`config.mk`:
```
export PLATFORM = sky130hd
export DESIGN_NAME = pc_counter
export DESIGN_NICKNAME = d
export VERILOG_FILES = /design/src/rtl/pc_counter_pkg.sv /design/src/rtl/pc_bit.sv /design/src/rtl/pc_counter.sv
export SDC_FILE = /design/constraint.sdc
export NUM_CORES = 1
export LEC_CHECK = 0
export BUFFER_PORTS_ARGS = -buffer_cell sky130_fd_sc_hd__buf_4
export CORE_UTILIZATION = 46
export DETAILED_ROUTE_END_ITERATION = 8
export MAX_ROUTING_LAYER = met4
export PLACE_DENSITY_LB_ADDON = 0.1
export SETUP_SLACK_MARGIN = 0.02
export SLEW_MARGIN = 20
export SYNTH_ARGS = -nofsm -noshare
export SYNTH_HDL_FRONTEND = slang
export SYNTH_SLANG_ARGS = --single-unit
```
`constraint.sdc`:
```
create_clock -name clk -period 4.8 [get_ports clk]
set_input_delay 0 -clock clk [delete_from_list [all_inputs] [get_ports clk]]
set_output_delay 0 -clock clk [all_outputs]
set_load 0.1 [all_outputs]
```
`src/rtl/pc_counter_pkg.sv`:
```
`default_nettype none
// ============================================================================
//  Module      : pc_counter_pkg
//  Description : Shared constants for the q2 program counter and the fetch
//                sequencer: address width and default dff output loading.
//  Revision    : 1.0  initial release
// ============================================================================
package pc_counter_pkg;

    // Address bus width of the q2 CPU.
    localparam int c_PC_WIDTH = 12;

    // Default number of loads hung on each dff q / nq pin.
    localparam int c_FANOUT_Q_DEFAULT  = 3;
    localparam int c_FANOUT_NQ_DEFAULT = 3;

endpackage : pc_counter_pkg
`default_nettype wire

```
`src/rtl/pc_bit.sv`:
```
`default_nettype none
// ============================================================================
//  Module      : pc_bit
//  Description : One program-counter slice. It holds one dff with an
//                asynchronous clear, a half-adder toggle stage and a 2:1
//                load/increment select. Carry ripples in through i_carry
//                and out through o_carry toward the MSB.
//  Revision    : 1.0  initial release
// ============================================================================
module pc_bit
    import pc_counter_pkg::*;
#(
    parameter int FANOUT_Q  = c_FANOUT_Q_DEFAULT,
    parameter int FANOUT_NQ = c_FANOUT_NQ_DEFAULT
) (
    input  logic clk,
    input  logic clr,
    input  logic i_inc,
    input  logic i_load,
    input  logic i_din,
    input  logic i_carry,
    output logic o_q,
    output logic o_nq,
    output logic o_carry
);

    logic r_q;
    logic w_toggle;
    logic w_inc_bit;
    logic w_d;

    // The fanout values size the dff output drive in the transistor netlist.
    // They have no logical effect, so the RTL only records them here. A dff
    // that drives no loads makes no sense, and that case builds nothing.
    if (FANOUT_Q < 1 || FANOUT_NQ < 1) begin : g_fanout_unloaded
    end

    // Half-adder slice: toggle when every lower bit is 1 and inc is asserted.
    always_comb begin
        w_toggle  = i_carry & i_inc;
        w_inc_bit = r_q ^ w_toggle;
        w_d       = i_load ? i_din : w_inc_bit;
        o_carry   = w_toggle & r_q;
    end

    // dff storage; clear acts immediately and overrides any clock edge.
    always_ff @(posedge clk or posedge clr) begin
        if (clr) begin
            r_q <= 1'b0;
        end else begin
            r_q <= w_d;
        end
    end

    // nq is the complementary dff output pin, not a separate stage.
    assign o_q  = r_q;
    assign o_nq = ~r_q;

endmodule : pc_bit
`default_nettype wire

```
`src/rtl/pc_counter.sv`:
```
`default_nettype none
// ============================================================================
//  Module      : pc_counter
//  Description : q2 program counter. It chains WIDTH pc_bit slices into a
//                ripple-carry counter with parallel load. Priority is
//                load > inc > hold. co flags the all-ones wrap on an
//                increment cycle and is suppressed during loads.
//  Revision    : 1.0  initial release
// ============================================================================
module pc_counter
    import pc_counter_pkg::*;
#(
    parameter int WIDTH     = c_PC_WIDTH,
    parameter int FANOUT_Q  = c_FANOUT_Q_DEFAULT,
    parameter int FANOUT_NQ = c_FANOUT_NQ_DEFAULT
) (
    input  logic             clk,
    input  logic             clr,
    input  logic             inc,
    input  logic             load,
    input  logic [WIDTH-1:0] din,
    output logic [WIDTH-1:0] q,
    output logic [WIDTH-1:0] nq,
    output logic             co
);

    // w_carry[i] is high when bits 0..i-1 are all ones and inc is asserted.
    logic [WIDTH:0] w_carry;

    assign w_carry[0] = 1'b1;

    for (genvar i = 0; i < WIDTH; i++) begin : g_bit
        pc_bit #(
            .FANOUT_Q  (FANOUT_Q),
            .FANOUT_NQ (FANOUT_NQ)
        ) u_bit (
            .clk     (clk),
            .clr     (clr),
            .i_inc   (inc),
            .i_load  (load),
            .i_din   (din[i]),
            .i_carry (w_carry[i]),
            .o_q     (q[i]),
            .o_nq    (nq[i]),
            .o_carry (w_carry[i+1])
        );
    end

    // Carry out only on a real increment past all ones; a load never wraps.
    assign co = w_carry[WIDTH] & ~load;

endmodule : pc_counter
`default_nettype wire

```
==> flow_metrics.env, run 1 <==
export IMPL_status="complete, no violations"
export IMPL_cts_buffers=3
export IMPL_power_frac_seq_pct=26.6
export IMPL_grt_total_usage_pct=16.1
export IMPL_tightest_slew_ns=0.502
export IMPL_worst_ep_required_time_ns=4.80
export IMPL_rsz0062_at_grt="false"
export IMPL_synth_avg_cell_area_um2=11.0
export IMPL_cp_start_kind="flop"
export IMPL_grt_pass1_vias=525
export IMPL_postCtsSetupBuffers=0
export IMPL_postPlaceCellArea_um2=1070
export IMPL_root_buffer="clkbuf_4"
export IMPL_tns_ns=0
export IMPL_dr_pass1_iters=2
export IMPL_critPathArrivalTime_ns=4.49
export IMPL_synth_cell_area_um2=931
export IMPL_ys_seq_elements=12
export IMPL_gp_congestion=0.715
export IMPL_antenna_found_initial=0
export IMPL_largest_reg_flops=12
export IMPL_grt_max_degree=14
export IMPL_hp_class="input pin to flop"
export IMPL_vias=597
export IMPL_grt_pass1_wl_um=2260
export IMPL_clk_latency_ns=0.26
export IMPL_final_cell_area_um2=1230
export IMPL_worstHoldPathCells=2
export IMPL_synth_cell_types=9
export IMPL_switchingPower_uw=253
export IMPL_clock_skew_ns=0.00326
export IMPL_syn_nets=113
export IMPL_drtIter0Drc=2
export IMPL_ys_seq_area_share_pct=32.3
export IMPL_overflow=0
export IMPL_combPwrFrac_pct=60.2
export IMPL_drc=0
export IMPL_internal_power_uw=210
export IMPL_coreArea_um2=1800
export IMPL_fmax_mhz=223
export IMPL_wl_per_cell_um=10.8
export IMPL_p_leak_uw=0.000699
export IMPL_antenna_cells=0
export IMPL_crit_fanout=3
export IMPL_area_delta_synth_final_pct=31.9
export IMPL_yosysWarnings=0
export IMPL_period_minus_slack_ns=4.49
export IMPL_slew_viol_final=0
export IMPL_chipWidth_um=47.0
export IMPL_hold_violations=0
export IMPL_cts_tree="done"
export IMPL_fp_dieH_um=47.0
export IMPL_dpl_hpwl_um=1060
export IMPL_rr_worst_depth=23
export IMPL_swShare_pct=54.7
export IMPL_p_clk_share_pct=13.2
export IMPL_yosysTopAreaCell="dfrtp_1"
export IMPL_slew_headroom_pct=66.5
export IMPL_vias_per_cell=4.23
export IMPL_start_util_pct=51.7
export IMPL_clock_path_buffers=2
export IMPL_htreeDepth=1
export IMPL_routed_wl_um=1520
export IMPL_max_cap_viol_count=0
export IMPL_fin_crit_sh_pct=93.5
export IMPL_netlist_instances=85
export IMPL_io_buffers=40
export IMPL_synth_top_cell_area_share_pct=32.3
export IMPL_cp_end_kind="output pin"
export IMPL_synth_area_leaders="dfrtp_1 32%, buf_4 19%, ha_1 16%"
export IMPL_crit_type="flop to output pin"
export IMPL_dieArea_um2=2210
export IMPL_num_rows=15
export IMPL_pin_count=41
export IMPL_drive_above_1_share_pct=48.3
export IMPL_dpl_cell_count=125
export IMPL_clk_pin_slew_ns=0.08
export IMPL_cts_sinks=12
export IMPL_vdd_drop_max_mv=0.225
export IMPL_drtAntennaViolNets=0
export IMPL_fin_cells=141
export IMPL_power_density_nw_per_um2=377
export IMPL_setup_viol=0
export IMPL_nets=146
==> synth_stat cells <==
library cell  number
buf_4             24
inv_1             13
and2_1            10
mux2_2             3
dfrtp_1           12
and2b_2            1
mux2_4             9
ha_1              12
buf_6              1
==> repair_timing <==
item / 4_1_cts / 5_1_grt
setup endpoints to repair: 0 / 1
hold buffers: 13 / 0
resized for setup: 0 / 1
hold endpoints to repair: 24 / 0
==> layout by cell type (no fill, tap or decap) <==
| cell type | n |
|---|---|
| buf_6 | 1 |
| dlygate4sd3_1 | 13 |
| mux2_2 | 3 |
| dfrtp_1 | 12 |
| and2_1 | 10 |
| inv_1 | 13 |
| and2b_2 | 1 |
| mux2_4 | 9 |
| buf_4 | 39 |
| clkbuf_4 | 3 |
| ha_1 | 12 |
==> final timing paths <==
| kind | start | endpoint | slack [ns] |
|---|---|---|---|
| hold reg to reg | g_bit[1].u_bit.o_q | g_bit[1].u_bit.o_q | 0.66 |
| setup / recovery | g_bit[0].u_bit.o_q | co | 0.31 |
| min in group asynchronous | clr | g_bit[3].u_bit.o_q | 0.32 |
| max in group asynchronous | clr | g_bit[9].u_bit.o_q | 4.15 |
| setup reg to reg | g_bit[0].u_bit.o_q | g_bit[11].u_bit.o_q | 0.48 |
| hold / removal | load | g_bit[1].u_bit.o_q | 0.16 |
==> cell families (layout without fill, tap and decap cells) <==
family | count (synthesis) | after routing | share of synthesized area [%]
adder cells (fa/ha/maj) | 12 | 12 | 16.1
buffers and inverters | 38 | 69 | 25.8
flip-flops | 12 | 12 | 32.3
AND/OR/NAND/NOR | 11 | 11 | 7.66
multiplexers | 12 | 12 | 18.1
==> stage by stage <==
stage	setup WS, ns	hold slack, ns	total power, uW	utilization (%)
floorplan	0.664	-0.135	377	-
global route	0.0380	0.158	482	68.1
finish	0.314	0.162	463	68.1
detailed placement	0.496	0.0558	396	59.4
global placement	0.518	0.0573	394	59.4
CTS	0.240	0.158	466	67.9
==> critical path, cell delays in order (launching register included) <==
cell and delay, ns:
dfrtp_1 0.40, ha_1 0.19, ha_1 0.17, and2_1 0.16
ha_1 0.16, and2_1 0.15, ha_1 0.17, and2_1 0.15
ha_1 0.17, and2_1 0.13, ha_1 0.17, and2_1 0.14
ha_1 0.17, and2_1 0.16, ha_1 0.16, and2_1 0.13
ha_1 0.16, and2_1 0.15, ha_1 0.16, and2_1 0.13
ha_1 0.16, and2_1 0.13, ha_1 0.16, and2b_2 0.19
buf_6 0.18
==> power groups by stage <==
stage | clock network (uW) | logic [uW] | registers (uW)
finish | 61.1 | 278 | 123
detailed placement | 0 | 271 | 125
global placement | 0 | 270 | 125
global route | 67.5 | 289 | 125
floorplan | 0 | 254 | 123
CTS | 63.1 | 280 | 123
==> routing by layer <==
| layer | GRT usage (%) | part of all wire, % | vias to the layer above | routed length [um] |
|---|---|---|---|---|
| li1 | - | - | 304 | - |
| met2 | 26.4 | 52 | 21 | 783 |
| met3 | 2.31 | 4.6 | 2 | 70 |
| met1 | 18.1 | 43 | 270 | 646 |
| met4 | 10.3 | 0.99 | 0 | 15 |
| met5 | - | 0 | - | 0 |
==> final cells by class <==
type,count,area [um2]
timing repair buffer,53,434
multi-input combinational,35,390
inverter,13,48.8
clock buffer,3,22.5
sequential,12,300
tap,25,31.3
fill,146,574
(Power assumes the default switching activity.)
==> run 2, diff against run 1 <==
--- a/config.mk
+++ b/config.mk
@@ -6,4 +6,5 @@
 export NUM_CORES = 1
 export LEC_CHECK = 0
+export ABC_AREA = 1
 export BUFFER_PORTS_ARGS = -buffer_cell sky130_fd_sc_hd__buf_4
 export CORE_UTILIZATION = 46
==> constraint.sdc (replaced) <==
create_clock -name clk -period 4.8 [get_ports clk]
set_input_delay 0.96 -clock clk [delete_from_list [all_inputs] [get_ports clk]]
set_output_delay 0.96 -clock clk [all_outputs]
set_load 0.1 [all_outputs]
==> run 2 against run 1 <==
The flow now finishes with violations (setup timing). Count of clock-buffer cells in the layout rose by 1. Flip-flop and latch count unchanged. Via count up 16%. Critical endpoint unchanged. Highest routed layer unchanged.
==> flow_metrics.env, run 2 <==
export IMPL_status="complete, but fails checks"
export IMPL_violations="setup timing"
export IMPL_fmax_mhz=200
export IMPL_fp_dieH_um=46.8
export IMPL_synth_most_common_cell="nand2_1"
export IMPL_worstHoldPathCells=3
export IMPL_clock_path_buffers=2
export IMPL_drive_above_1_share_pct=46.8
export IMPL_postCtsSetupBuffers=0
export IMPL_dpl_hpwl_um=1140
export IMPL_rsz0062_at_grt="true"
export IMPL_syn_nets=151
export IMPL_vias=694
export IMPL_cts_tree="done"
export IMPL_clk_latency_ns=0.29
export IMPL_wl_per_cell_um=9.92
export IMPL_combPwrFrac_pct=51.8
export IMPL_p_leak_uw=0.000730
export IMPL_area_delta_synth_final_pct=31.3
export IMPL_coreArea_um2=1800
export IMPL_swShare_pct=52.9
export IMPL_cts_sinks=12
export IMPL_synth_edff_count=0
export IMPL_yosysTopAreaCell="dfrtp_1"
export IMPL_drc=0
export IMPL_vias_per_cell=4.18
export IMPL_synth_area_leaders="dfrtp_1 32%, buf_4 20%, nand2_1 19%"
export IMPL_synth_top_cell_area_share_pct=32.5
export IMPL_drtAntennaViolNets=0
export IMPL_clk_pin_slew_ns=0.08
export IMPL_tns_ns=-0.196
export IMPL_ys_seq_area_share_pct=32.5
export IMPL_cts_buffers=3
export IMPL_tightest_slew_ns=0.468
export IMPL_hold_violations=0
export IMPL_yosysWarnings=0
export IMPL_setup_viol=1
export IMPL_netlist_instances=123
export IMPL_setup_ws_ns=-0.196
export IMPL_cts_hold_buffers=0
export IMPL_grt_total_usage_pct=17.4
export IMPL_yosys_area_share_adder_pct=16.2
export IMPL_slew_viol_final=0
export IMPL_ys_seq_elements=12
export IMPL_start_util_pct=51.3
export IMPL_fin_util_pct=67.4
export IMPL_fill_cells=163
export IMPL_nets=170
export IMPL_drtIter0Drc=4
export IMPL_ys_flop_type="dfrtp_1"
export IMPL_switchingPower_uw=228
export IMPL_gp_congestion=0.664
export IMPL_rr_worst_depth=34
export IMPL_grt_pass1_wl_um=2460
export IMPL_synth_cell_area_um2=925
export IMPL_synthMuxAreaShare_pct=0
export IMPL_cp_end_kind="output pin"
export IMPL_overflow=0
export IMPL_power_density_nw_per_um2=355
export IMPL_synth_cell_types=9
export IMPL_power_frac_seq_pct=28.2
export IMPL_period_minus_slack_ns=5.00
export IMPL_synth_avg_cell_area_um2=7.52
export IMPL_routed_wl_um=1650
export IMPL_grt_pass1_vias=614
export IMPL_slew_headroom_pct=68.7
export IMPL_yosys_area_share_simple_pct=19.1
export IMPL_htreeDepth=1
export IMPL_pin_count=41
export IMPL_antenna_found_initial=0
export IMPL_synthXorXnorAreaFrac_pct=0
export IMPL_ys_async_sr_fraction_pct=100
export IMPL_io_buffers=40
export IMPL_num_rows=15
export IMPL_largest_reg_flops=12
export IMPL_synth_top_family_by_area="buffers and inverters"
export IMPL_layout_commonest_cell="nand2_1"
export IMPL_dr_pass1_iters=2
export IMPL_chipWidth_um=46.8
export IMPL_timing_hold_ws_ns=0.657
export IMPL_clock_skew_ns=0.00194
export IMPL_root_buffer="clkbuf_4"
export IMPL_antenna_cells=0
export IMPL_hp_class="flop to flop"
export IMPL_crit_fanout=2
export IMPL_synthTopCellsByCount="46 x nand2_1, 25 x buf_4, 24 x inv_1, 12 x dfrtp_1, 12 x ha_1"
export IMPL_grt_max_degree=15
export IMPL_crit_type="input pin to output pin"
export IMPL_critPathArrivalTime_ns=4.04
export IMPL_p_clk_share_pct=20.0
export IMPL_fin_crit_sh_pct=104
export IMPL_synth_compound_area_share_pct=0
export IMPL_internal_power_uw=203
export IMPL_final_cell_mix="43 x nand2_1, 39 x buf_4, 20 x inv_1, 12 x dfrtp_1, 7 x ha_2"
export IMPL_max_cap_viol_count=0
export IMPL_cp_start_kind="input pin"
export IMPL_cp_slowest_cell="ha_2"
export IMPL_vdd_drop_max_mv=0.211
export IMPL_worst_ep_required_time_ns=3.84
export IMPL_slowest_delay_ns=0.17
export IMPL_dieArea_um2=2190
export IMPL_finalPower_uw=431
[run 2: path summary, 6_finish.rpt]
check / startpoint / to / slack (ns)
max in group asynchronous: clr / g_bit[6].u_bit.o_q / 3.80
worst min-delay path: g_bit[7].u_bit.o_q / g_bit[7].u_bit.o_q / 0.66
worst max register to register: g_bit[0].u_bit.o_q / g_bit[11].u_bit.o_q / 1.37
worst min register to register: g_bit[7].u_bit.o_q / g_bit[7].u_bit.o_q / 0.66
worst max-delay path: inc / co / -0.20
min in group asynchronous: clr / g_bit[0].u_bit.o_q / 0.68
[run 2: kinds of logic after synthesis]
group	count (synthesis)
simple gates	47
buf+inv	52
flops	12
fa+ha+maj	12
[run 2: routing by layer]
| metal | GRT usage (%) | up-vias | wire length [um] |
|---|---|---|---|
| met2 | 31.7 | 24 | 860 |
| met3 | 2.31 | 5 | 78 |
| met4 | 12.0 | 0 | 40 |
| met1 | 16.7 | 299 | 666 |
| met5 | - | - | 0 |
| li1 | - | 366 | - |
[run 2: per-stage QoR]
step	setup slack, ns	area [um2]	instances
finish	-0.196	1210	166
global route	-0.422	1210	166
CTS	-0.236	1170	166
detailed placement	-0.499	1070	162
global placement	-0.474	1070	162
floorplan	-0.0660	937	123
[run 2: worst max-delay path: cells and delay by family]
kind,cells,cell delay (ns)
buf+inv,13,0.71
simple gates,11,0.55
fa+ha+maj,12,1.81
[run 2: what timing repair did]
action / CTS / global route
gates cloned: 0 / 0
pin swaps: 2 / 2
gates resized for setup: 16 / 11
endpoints found under the setup margin: 1 / 1
[run 2: power by group through the flow]
| stage | Combinational (uW) | Sequential [uW] | Clock [uW] |
|---|---|---|---|
| floorplan | 205 | 119 | 0 |
| global placement | 219 | 121 | 0 |
| detailed placement | 220 | 121 | 0 |
| CTS | 223 | 121 | 89.0 |
| global route | 233 | 123 | 92.1 |
| finish | 223 | 122 | 86.1 |
[run 2: layout make-up]
cell class | instances | area (um2) | area share [%]
clock buffers | 4 | 36.3 | 2.99
inverters | 25 | 96.3 | 7.94
multi-input cells | 59 | 422 | 34.7
flip-flops and latches | 12 | 300 | 24.7
well taps | 25 | 31.3 | 2.58
repair buffers | 41 | 328 | 27.0
==> run 3, diff against run 2 <==
- CORE_UTILIZATION: 46 -> 48
- CTS_BUF_LIST: default -> sky130_fd_sc_hd__clkbuf_4 sky130_fd_sc_hd__clkbuf_8
==> run 3 against run 2 <==
Wire length is 0.91% higher. Non-clock buffer count stayed put. Die area is 4.0% lower. Maximum frequency is 0.12% lower. Total power is 0.13% lower. Sequential share of layout area is 1.4 points lower. The run still ends with setup timing left. Final area is 6.0% higher. Combinational power hardly changed. Cell count stayed put. Highest routed layer unchanged.
==> flow_metrics.env, run 3 (synthesis results as in run 2) <==
export IMPL_drive_above_1_share_pct=55.3
export IMPL_fp_dieH_um=45.9
export IMPL_cp_end_kind="output pin"
export IMPL_dpl_hpwl_um=1110
export IMPL_start_util_pct=52.4
export IMPL_htreeDepth=1
export IMPL_critPathArrivalTime_ns=4.04
export IMPL_final_cell_mix="39 x buf_4, 37 x nand2_1, 14 x inv_1, 12 x dfrtp_1"
export IMPL_p_leak_uw=0.000724
export IMPL_power_density_nw_per_um2=335
export IMPL_hp_class="flop to flop"
export IMPL_finalPower_uw=430
export IMPL_postPlaceCellArea_um2=1070
export IMPL_crit_type="input pin to output pin"
export IMPL_grt_max_degree=15
export IMPL_num_rows=15
export IMPL_drtIter0Drc=4
export IMPL_slowest_delay_ns=0.16
export IMPL_antenna_cells=0
export IMPL_crit_fanout=2
export IMPL_wl_per_cell_um=10.0
export IMPL_cts_buffers=3
export IMPL_top_layer_used="met4"
export IMPL_final_cell_area_um2=1290
export IMPL_clk_pin_slew_ns=0.08
export IMPL_tightest_slew_ns=0.497
export IMPL_nets=170
export IMPL_worst_ep_required_time_ns=3.84
export IMPL_slew_viol_final=0
export IMPL_rsz0062_at_grt="true"
export IMPL_clk_latency_ns=0.27
export IMPL_period_minus_slack_ns=5.00
export IMPL_met1_length_um=651
export IMPL_grt_pass1_vias=574
export IMPL_max_cap_viol_count=0
export IMPL_pin_count=41
export IMPL_cts_tree="done"
export IMPL_violations="setup timing"
export IMPL_setup_viol=1
export IMPL_critical_path_buf_inv_count=13
export IMPL_layout_commonest_cell="buf_4"
export IMPL_dieArea_um2=2110
export IMPL_dr_pass1_iters=2
export IMPL_gp_congestion=0.677
export IMPL_chipWidth_um=45.9
export IMPL_clock_path_buffers=2
export IMPL_coreArea_um2=1760
export IMPL_routed_wl_um=1660
export IMPL_grt_total_usage_pct=16.3
export IMPL_status="complete, but fails checks"
export IMPL_io_buffers=40
export IMPL_path_common_cell="ha_4"
export IMPL_area_delta_synth_final_pct=39.1
export IMPL_vias=714
export IMPL_clock_skew_ns=0.000608
export IMPL_cts_sinks=12
export IMPL_grt_pass1_wl_um=2300
export IMPL_dr_wl_met3_um=87
export IMPL_overflow=0
export IMPL_cp_slowest_cell="ha_2"
export IMPL_largest_reg_flops=12
export IMPL_cp_start_kind="input pin"
export IMPL_slew_headroom_pct=66.9
export IMPL_drc=0
export IMPL_fin_crit_sh_pct=104
export IMPL_vias_per_cell=4.30
export IMPL_hold_violations=0
export IMPL_drtAntennaViolNets=0
export IMPL_fmax_mhz=200
export IMPL_vdd_drop_max_mv=0.217
export IMPL_root_buffer="clkbuf_4"
export IMPL_setup_ws_ns=-0.202
export IMPL_routed_wl_met2_um=905
export IMPL_antenna_found_initial=0
export IMPL_crit_family="adder cells"
run 3: worst paths after layout:
kind / start / end / slack, ns / cells past startpoint
hold reg to reg: g_bit[0].u_bit.o_q / g_bit[0].u_bit.o_q / 0.66 / 3
hold / removal: g_bit[0].u_bit.o_q / g_bit[0].u_bit.o_q / 0.66 / 3
max in group asynchronous: clr / g_bit[10].u_bit.o_q / 3.76 / 2
min in group asynchronous: clr / g_bit[0].u_bit.o_q / 0.71 / 2
setup / recovery: inc / co / -0.20 / 36
setup reg to reg: g_bit[0].u_bit.o_q / g_bit[11].u_bit.o_q / 1.35 / 34
run 3: what timing repair did:
action | in CTS | in global routing
resized for setup | 17 | 27
pin swaps | 1 | 1
setup endpoints to repair | 1 | 1
buffers inserted | 0 | 0
hold buffers | 0 | 0
run 3: metrics by stage:
| step | hold WS (ns) | util (%) | setup WS (ns) | std cells | TNS (ns) |
|---|---|---|---|---|---|
| final | 0.661 | 72.9 | -0.202 | 166 | -0.202 |
| after detailed placement | 0.612 | 60.8 | -0.469 | 162 | -0.469 |
| after floorplan | 0.575 | - | -0.0660 | 123 | -0.0660 |
| after global routing | 0.701 | 72.9 | -0.354 | 166 | -0.354 |
| after CTS | 0.660 | 66.5 | -0.207 | 166 | -0.207 |
| after global placement | 0.606 | 60.8 | -0.446 | 162 | -0.446 |
run 3: report_power, final:
part	switching, uW	leakage [uW]	internal (uW)
Combinational	179	0.000557	47.3
Clock	34.9	0.0000210	46.1
Sequential	12.6	0.000146	111
Total	226	0.000724	204
run 3: area by class of cell:
cell class	instances	area [um2]
multi-input cells	59	497
clock buffers	4	36.3
fillers	145	478
flip-flops and latches	12	300
well taps	25	31.3
inverters	25	93.8
repair buffers	41	328
run 3: layer usage:
| metal | global-route usage, % | vias up |
|---|---|---|
| met4 | 8.82 | 0 |
| met1 | 16.7 | 324 |
| met5 | - | - |
| li1 | - | 365 |
| met2 | 28.2 | 23 |
| met3 | 3.97 | 2 |
run 3: worst register-to-register path, delay by kind of cell, from the launching register on:
family	cells	cell delay, ns
buffers and inverters	10	0.40
adder cells (fa/ha/maj)	12	1.90
flip-flops	1	0.42
AND/OR/NAND/NOR	12	0.67
